<file path="src/rtl/dmem_byte_bridge_if.sv">
// Word-request / byte-RAM bundle for dmem_byte_bridge.
// master: CPU side plus RAM read-data return (the environment).
// slave : the bridge itself.
// Signals: req_i, we_i, addr_i, wdata_i, ack_o, rdata_o, busy_o on the CPU
// side; ram_addr_o, ram_wdata_o, ram_we_o, ram_rdata_i on the RAM side.
interface dmem_byte_bridge_if #(
  parameter int unsigned N      = 32,
  parameter int unsigned L      = 8,
  parameter int unsigned A      = 32,
  parameter int unsigned MEM_AW = 12
);
  logic              req_i;
  logic              we_i;
  logic [A-1:0]      addr_i;
  logic [N-1:0]      wdata_i;
  logic              ack_o;
  logic [N-1:0]      rdata_o;
  logic              busy_o;
  logic [MEM_AW-1:0] ram_addr_o;
  logic [L-1:0]      ram_wdata_o;
  logic              ram_we_o;
  logic [L-1:0]      ram_rdata_i;

  modport master (
    output req_i, we_i, addr_i, wdata_i, ram_rdata_i,
    input  ack_o, rdata_o, busy_o, ram_addr_o, ram_wdata_o, ram_we_o
  );

  modport slave (
    input  req_i, we_i, addr_i, wdata_i, ram_rdata_i,
    output ack_o, rdata_o, busy_o, ram_addr_o, ram_wdata_o, ram_we_o
  );
endinterface

</file>
<file path="src/rtl/dmem_byte_bridge.sv">
// Word-to-byte bridge between the CPU data-memory port and a byte-wide
// synchronous RAM. Each word request becomes LANES byte accesses; reads are
// reassembled little-endian and completion is a single-cycle ack pulse.
// Ports: CLK, RST (async, active-low), bus (dmem_byte_bridge_if.slave).
// Optional feature: define DMEM_BRIDGE_WBUF_EN for a one-entry posted write
// buffer (write acked one cycle after accept, bytes drain in the background).
module dmem_byte_bridge #(
  parameter int unsigned N      = 32,
  parameter int unsigned L      = 8,
  parameter int unsigned A      = 32,
  parameter int unsigned MEM_AW = 12
) (
  input  logic              CLK,
  input  logic              RST,
  dmem_byte_bridge_if.slave bus
);

  localparam int unsigned LANES  = N / L;
  localparam int unsigned LANE_W = $clog2(LANES);
  localparam int unsigned SHW    = N - L;

  typedef enum logic [2:0] {IDLE, WR, RD, RD_LAST, ACK} state_t;

  state_t              state_q, state_d;
  logic [LANE_W-1:0]   lane_q, lane_d;
  logic [LANE_W-1:0]   cap_slot;
  logic [A-1:0]        addr_q, addr_d;
  logic [N-1:0]        wdata_q, wdata_d;
  logic                we_q, we_d;
  logic [SHW-1:0]      shadow_q, shadow_d;
  logic [N-1:0]        rdata_q, rdata_d;
  logic                ack_q, ack_d;
  logic                busy_q, busy_d;
  logic                ram_we_q, ram_we_d;
  logic [MEM_AW-1:0]   ram_addr_q, ram_addr_d;
  logic [L-1:0]        ram_wdata_q, ram_wdata_d;
  logic [MEM_AW-1:0]   byte_addr;

  // word*LANES + lane, silently wrapped to the RAM address width
  assign byte_addr = MEM_AW'({addr_q, lane_q});

  // State and registered outputs
  always_ff @(posedge CLK or negedge RST) begin
    if (!RST) begin
      state_q     <= IDLE;
      lane_q      <= '0;
      addr_q      <= '0;
      wdata_q     <= '0;
      we_q        <= 1'b0;
      shadow_q    <= '0;
      rdata_q     <= '0;
      ack_q       <= 1'b0;
      busy_q      <= 1'b0;
      ram_we_q    <= 1'b0;
      ram_addr_q  <= '0;
      ram_wdata_q <= '0;
    end else begin
      state_q     <= state_d;
      lane_q      <= lane_d;
      addr_q      <= addr_d;
      wdata_q     <= wdata_d;
      we_q        <= we_d;
      shadow_q    <= shadow_d;
      rdata_q     <= rdata_d;
      ack_q       <= ack_d;
      busy_q      <= busy_d;
      ram_we_q    <= ram_we_d;
      ram_addr_q  <= ram_addr_d;
      ram_wdata_q <= ram_wdata_d;
    end
  end

  // Next state and next output values
  always_comb begin
    state_d     = state_q;
    lane_d      = lane_q;
    addr_d      = addr_q;
    wdata_d     = wdata_q;
    we_d        = we_q;
    shadow_d    = shadow_q;
    rdata_d     = rdata_q;
    ack_d       = 1'b0;
    ram_we_d    = 1'b0;
    ram_addr_d  = ram_addr_q;
    ram_wdata_d = ram_wdata_q;
    // the RAM address is registered and the RAM is synchronous, so the byte
    // for lane k comes back two cycles after lane k is issued
    cap_slot    = lane_q - LANE_W'(2);

    unique case (state_q)
      IDLE: begin
        // busy_q still covers the ack cycle, so no accept can overlap it
        if (bus.req_i && !busy_q) begin
          addr_d  = bus.addr_i;
          wdata_d = bus.wdata_i;
          we_d    = bus.we_i;
          lane_d  = '0;
          state_d = bus.we_i ? WR : RD;
        end
      end
      WR: begin
        ram_we_d    = 1'b1;
        ram_addr_d  = byte_addr;
        ram_wdata_d = wdata_q[L*lane_q +: L];
        lane_d      = lane_q + LANE_W'(1);
`ifdef DMEM_BRIDGE_WBUF_EN
        if (lane_q == '0) ack_d = 1'b1;
        if (lane_q == LANE_W'(LANES - 1)) state_d = IDLE;
`else
        if (lane_q == LANE_W'(LANES - 1)) state_d = ACK;
`endif
      end
      RD: begin
        ram_addr_d = byte_addr;
        lane_d     = lane_q + LANE_W'(1);
        if (lane_q >= LANE_W'(2)) shadow_d[L*cap_slot +: L] = bus.ram_rdata_i;
        if (lane_q == LANE_W'(LANES - 1)) state_d = RD_LAST;
      end
      RD_LAST: begin
        shadow_d[L*(LANES-2) +: L] = bus.ram_rdata_i;
        state_d = ACK;
      end
      ACK: begin
        ack_d   = 1'b1;
        // top lane arrives now and goes straight into the result word
        if (!we_q) rdata_d = {bus.ram_rdata_i, shadow_q};
        state_d = IDLE;
      end
      default: state_d = IDLE;
    endcase

    busy_d = (state_q != IDLE) || (state_d != IDLE);
  end

  assign bus.ack_o       = ack_q;
  assign bus.rdata_o     = rdata_q;
  assign bus.busy_o      = busy_q;
  assign bus.ram_we_o    = ram_we_q;
  assign bus.ram_addr_o  = ram_addr_q;
  assign bus.ram_wdata_o = ram_wdata_q;

endmodule
</file>
<file path="src/flat_wrapper.sv">
// flat-port wrapper written by rule: the top's interface ports become plain ports
module dmem_byte_bridge_flat 
#(
  parameter int unsigned N      = 32,
  parameter int unsigned L      = 8,
  parameter int unsigned A      = 32,
  parameter int unsigned MEM_AW = 12
)
  (CLK, RST, bus_req_i, bus_we_i, bus_addr_i, bus_wdata_i, bus_ram_rdata_i, bus_ack_o, bus_rdata_o, bus_busy_o, bus_ram_addr_o, bus_ram_wdata_o, bus_ram_we_o);
  dmem_byte_bridge_if #(.N(N), .L(L), .A(A), .MEM_AW(MEM_AW)) bus_i ();
  input  logic CLK;
  input  logic RST;
  input wire logic [$bits(bus_i.req_i)-1:0] bus_req_i;
  input wire logic [$bits(bus_i.we_i)-1:0] bus_we_i;
  input wire logic [$bits(bus_i.addr_i)-1:0] bus_addr_i;
  input wire logic [$bits(bus_i.wdata_i)-1:0] bus_wdata_i;
  input wire logic [$bits(bus_i.ram_rdata_i)-1:0] bus_ram_rdata_i;
  output wire logic [$bits(bus_i.ack_o)-1:0] bus_ack_o;
  output wire logic [$bits(bus_i.rdata_o)-1:0] bus_rdata_o;
  output wire logic [$bits(bus_i.busy_o)-1:0] bus_busy_o;
  output wire logic [$bits(bus_i.ram_addr_o)-1:0] bus_ram_addr_o;
  output wire logic [$bits(bus_i.ram_wdata_o)-1:0] bus_ram_wdata_o;
  output wire logic [$bits(bus_i.ram_we_o)-1:0] bus_ram_we_o;
  assign bus_i.req_i = bus_req_i;
  assign bus_i.we_i = bus_we_i;
  assign bus_i.addr_i = bus_addr_i;
  assign bus_i.wdata_i = bus_wdata_i;
  assign bus_i.ram_rdata_i = bus_ram_rdata_i;
  assign bus_ack_o = bus_i.ack_o;
  assign bus_rdata_o = bus_i.rdata_o;
  assign bus_busy_o = bus_i.busy_o;
  assign bus_ram_addr_o = bus_i.ram_addr_o;
  assign bus_ram_wdata_o = bus_i.ram_wdata_o;
  assign bus_ram_we_o = bus_i.ram_we_o;
  dmem_byte_bridge #(.N(N), .L(L), .A(A), .MEM_AW(MEM_AW)) u_core (.CLK(CLK), .RST(RST), .bus(bus_i));
endmodule
</file>
<file path="config.mk">
export PLATFORM = sky130hd
export DESIGN_NAME = dmem_byte_bridge_flat
export DESIGN_NICKNAME = d
export VERILOG_FILES = /design/src/rtl/dmem_byte_bridge_if.sv /design/src/rtl/dmem_byte_bridge.sv /design/src/flat_wrapper.sv
export SDC_FILE = /design/constraint.sdc
export NUM_CORES = 1
export LEC_CHECK = 0
export ABC_AREA = 1
export BUFFER_PORTS_ARGS = -buffer_cell sky130_fd_sc_hd__buf_2
export CAP_MARGIN = 20
export CORE_UTILIZATION = 60
export CTS_BUF_LIST = sky130_fd_sc_hd__clkbuf_4
export DETAILED_ROUTE_END_ITERATION = 8
export PLACE_DENSITY = 0.9
export SKIP_LAST_GASP = 1
export SLEW_MARGIN = 20
export SYNTH_ARGS = -nofsm -noshare
export SYNTH_HDL_FRONTEND = slang
export SYNTH_SLANG_ARGS = --single-unit
</file>
<file path="constraint.sdc">
create_clock -name CLK -period 3.4 [get_ports CLK]
set_clock_uncertainty 0.05 [all_clocks]
set_input_delay 0.68 -clock CLK [delete_from_list [all_inputs] [get_ports CLK]]
set_output_delay 0.68 -clock CLK [all_outputs]
set_load 0.1 [all_outputs]
</file>
* Word-level counts from Yosys, hierarchy flattened
Cells that the tools add are included.
Word-level totals: latch bits 0, memory bits (read-only) 0, flip-flop bits (word level) 127, output and inout bits 55, word-level logic and storage cells 54, memories 0, RAM bits 0
Operators by class: div/mod/pow operators 0, equality and inequality tests 7, multipliers 0, add/subtract/negate cells 3, shift operators 3, magnitude comparators 1, reductions and logical operators 14, bitwise gates (word level) 1, mux-type cells 12
Operators by type and width (number):
- $neg 5->34 | 1
- $shift 8x34->24 const A | 1
- $shiftx 8x34->24 | 1
- $shiftx 32x6->8 | 1
- $bwmux 24 | 1
- $mux 24 | 1
- $pmux 8 s2 | 1
- $pmux 3 s4 | 1
- $reduce_and 2->1 | 5
- $mux 3 | 3
- $eq 3x2->1 const B | 2
- $reduce_bool 3->1 | 2
- $mux 2 | 2
- $ne 2x1->1 const B | 2
- $pmux 2 s2 | 1
- $reduce_bool 2->1 | 2
- $eq 3x1->1 const B | 1
- $eq 3x3->1 const B | 1
- $logic_not 3->1 | 1
- $add 2x1->2 const B | 1
- $eq 2x2->1 const B | 1
- $ge 2x2->1 const B | 1
- $mux 1 | 2
- $reduce_or 2->1 | 1
- 5 further kinds | 5

* Depth between registers and ports, before layout
depth after elaboration 6, gate-level depth with buffers 10, mapped depth without buffers 9

* Worst setup path before layout
OpenSTA, ideal clock, no wires.
kind reg-to-reg, start point register u_core.lane_q[0], end point register u_core.shadow_q[16], stages on the path, launching flop included 10, buffers on the path 1, data arrival time 1.570 ns, clock period less this slack 1.738 ns, setup time 0.118 ns, slack 1.662 ns, cell sequence dfrtp_1 -> clkbuf_1 -> inv_1 -> ha_1 -> nor2_4 -> nor2_1 -> nand2_1 -> nand2_1 -> nand3_1 -> nand2_1
On the way: longest elaborated chain between the ends 6
Ends and longest elaborated chain:
- start, declared | line dmem_byte_bridge.sv:25 | logic [LANE_W-1:0] lane_q, lane_d;
- start signal, assigned | line dmem_byte_bridge.sv:59 | lane_q <= lane_d;
- $sub 2x2->2 | line dmem_byte_bridge.sv:88 | cap_slot = lane_q - LANE_W'(2);
- $neg 5->34 | line dmem_byte_bridge.sv:116 | if (lane_q >= LANE_W'(2)) shadow_d[L*cap_slot +: L] = bus.ram_rdata_i;
- $shiftx 8x34->24 or $shift 8x34->24 (tied branches) | line dmem_byte_bridge.sv:116
- $bwmux 24 | line dmem_byte_bridge.sv:116
- $mux 24 | line dmem_byte_bridge.sv:116
- $pmux 8 s2 | line dmem_byte_bridge.sv:90 | unique case (state_q)
- end signal, assigned | line dmem_byte_bridge.sv:63 | shadow_q <= shadow_d;
- end, declared | line dmem_byte_bridge.sv:30 | logic [SHW-1:0] shadow_q, shadow_d;
Several ways; a longest one is shown, not always the timed one. The select of a mux whose other input is x is not followed. A chain may end at the register's enable or synchronous reset.

* Final worst setup path
start point register u_core.state_q[1], end point register u_core.ram_addr_q[0] (netlist: u_core.bus.ram_addr_o[0])
On the way: longest elaborated chain between the ends 2
Ends and longest elaborated chain:
- start, declared | line dmem_byte_bridge.sv:24 | state_t state_q, state_d;
- start signal, assigned | line dmem_byte_bridge.sv:58 | state_q <= state_d;
- $eq 3x1->1 or $eq 3x2->1 (tied branches) | line dmem_byte_bridge.sv:90
- $reduce_or 2->1 (no line) (*)
- end signal, assigned | line dmem_byte_bridge.sv:68 | ram_addr_q <= ram_addr_d;
- end, declared | line dmem_byte_bridge.sv:35 | logic [MEM_AW-1:0] ram_addr_q, ram_addr_d;
Every way passes the cells marked *; elsewhere a longest branch is shown, timed or not.

==> impl_metrics.toml <==
[sta]
worstMarginPinSlew_ns = 0.867
fin_crit_sh_pct = 67.3
finalSetupViolCount = 0
clock.fmax_mhz = 437
setup_slack_ns = 1.11
hold_slack_ns = 0.128
drv_slew = 0
hold_viol_final = 0
finalSetupTns_ns = 0
slew_headroom_pct = 42.1
fin_crit_ns = 2.29
rsz0062_at_grt = "no"

[yosys]
ys_warn_count = 0
synth.yosys.seq_area_share_pct = 58.9
syn_avg_cell_area_um2 = 8.71
synth_area_mm2 = 0.00540
ys_seq_elements = 127
synthCells = 620
syn_nets = 701
synthDistinctLibCells = 25

[route]
ant_nets = 0
drt_wl_total_um = 12000
wl_per_cell_um = 14.2
top_layer = "met4"
wl_met1_um = 4920
firstDrtPassIters = 5
met2_length_um = 5970
vias = 4565
vias_per_cell = 5.38
drtIter0Drc = 301
route.detailed.drc = 0
wl_met3_um = 907

[place]
post-place-ws_ns = 1.14
routabilityCongestion = 0.821
hpwl_um = 8100
io_buffers = 108

[setup_path]
cp.depth = 5
cp_max_fo = 20
worstReg2RegStart = "u_core.state_q[1]"
end_kind = "flop"
critPathLaunchType = "flop"
crit_family = "simple AND/OR/NAND/NOR gates"
crit_arrival_ns = 2.66
path_class = "reg -> reg"
required_ns = 3.77
cp_num_buf_inv = 1
cpMaxStageDelayCell = "nand3_1"
max_stage_delay_ns = 0.65
r2r_end = "u_core.bus.ram_addr_o[0]"
r2r_cells = 5
worstPathCellList = "inv_1, nand3_1, nand2_2, nand2_1, o21a_1"
rrSetupSlack_ns = 1.11

[cts]
cts_max_path_buffers = 2
cts_setup_buffers = 0
numClockSinks = 127
cts_resized = 0
clkTransAtPathRegs_ns = 0.13
h-tree-depth = 4
tritoncts.num_buffers = 17
cts-root-buf = "clkbuf_4"
cts_tree = "done"
cts_hold_buf = 0
clk_latency_ns = 0.53

[finish]
area_delta_synth_final_pct = 16.5
final_common_cell = "nand2_1"
mostFrequentLayoutCells = "nand2_1, dfrtp_1, buf_2, nand3_1, inv_1"
final_net_count = 808
fill_cells = 652
drive_above_1_share_pct = 22.7
diodes = 0

[grt]
antenna_found_initial = 0
grt_max_degree = 70
track_usage_pct = 27.5
grt.overflow.total = 0
grt_first_pass_wirelength_um = 20500
grt_pass1_vias = 4509

[floorplanning]
die_width_um = 96.9
die_area_mm2 = 0.00938
fp.dieH_um = 96.9
row_count = 34
core_mm2 = 0.00872
io_pins = 131
start_util_pct = 61.9

[status]
status = "complete, no violations"

[run]
max_cap_violations = 0

[hold_path]
hp-class = "in -> async"
routing by layer:
metal | vias up | global-route usage, %
met5 | - | 0
met4 | 0 | 9.53
met3 | 24 | 7.88
met2 | 206 | 44.5
met1 | 2183 | 35.8
li1 | 2152 | -
state kept, by name, summed over array words and instances (netlist names):
signal,flops
u_core.we_q,1
u_core.bus.ram_we_o,1
u_core.bus.rdata_o,32
u_core.bus.ack_o,1
u_core.addr_q,10
u_core.wdata_q,32
u_core.lane_q,2
u_core.bus.ram_wdata_o,8
u_core.state_q,3
u_core.bus.ram_addr_o,12
u_core.bus.busy_o,1
u_core.shadow_q,24
worst max path at each step:
stage                      start                        to  slack [ns]
2_1_floorplan   u_core.lane_q[0]       u_core.shadow_q[16]        1.66
3_3_place_gp   u_core.state_q[1]  u_core.bus.ram_addr_o[0]        1.22
3_5_place_dp           bus_req_i         u_core.wdata_q[0]        1.14
4_1_cts        u_core.state_q[1]  u_core.bus.ram_addr_o[0]        1.14
5_1_grt        u_core.state_q[1]          u_core.lane_q[1]        0.92
6_report       u_core.state_q[1]  u_core.bus.ram_addr_o[0]        1.11
worst reg2reg max path, delay by kind of cell (launching register included):
| kind | cells | cell delay, ns |
|---|---|---|
| AO/OA/AOI/OAI | 1 | 0.13 |
| buffers and inverters | 1 | 0.18 |
| flip-flops | 1 | 0.45 |
| AND/OR/NAND/NOR | 3 | 1.38 |
synthesized netlist by cell type:
library cell  instances  area, um2
o21a_1                1       7.51
nand2_4               2       22.5
buf_1                 2       7.51
dfrtp_1             127       3180
nor2_8                1       20.0
nor2_1               24       90.1
nand3_1              46        230
o211ai_1              7       52.6
buf_6                 5       56.3
buf_4                 3       22.5
nand2_1             291       1090
buf_2                 9       45.0
nor2_4                2       22.5
clkinv_1              1       3.75
inv_1                33        124
a21oi_1               9       45.0
clkbuf_1              7       26.3
nor3_4                3       48.8
nor2_2                1       6.26
o21ai_0              27        135
nand2_2               1       6.26
nor3_1                1       5.00
o21ai_2               9       78.8
ha_1                  5       62.6
inv_2                 3       11.3
cell families (layout without fill, tap and decap cells):
logic type / count (synthesis) / count (layout) / share of synthesized area, %
DFF: 127 / 127 / 58.9
buffers and inverters: 63 / 183 / 5.49
adders and majority gates: 5 / 5 / 1.16
AOI/OAI and AO/OA: 53 / 53 / 5.91
and+or+nand+nor: 372 / 372 / 28.6
layout make-up:
| class | instances | area, um2 | area share, % |
|---|---|---|---|
| Tap cell | 108 | 135 | 2.15 |
| Clock buffer | 17 | 128 | 2.03 |
| Timing Repair Buffer | 114 | 601 | 9.55 |
| Sequential cell | 127 | 3180 | 50.5 |
| Clock inverter | 15 | 185 | 2.94 |
| Multi-Input combinational cell | 430 | 1930 | 30.6 |
| Inverter | 37 | 139 | 2.21 |
per-stage QoR:
step	instances	instance area (um2)	utilization, %
after floorplan	620	5400	-
after global placement	816	5980	68.6
after detailed placement	816	5980	68.6
after CTS	848	6290	72.1
after global routing	848	6290	72.1
final	848	6290	72.1
Power is left out: the tool's default activity adds up to more than one toggle a clock period on the data nets, which glitch-free logic cannot reach.
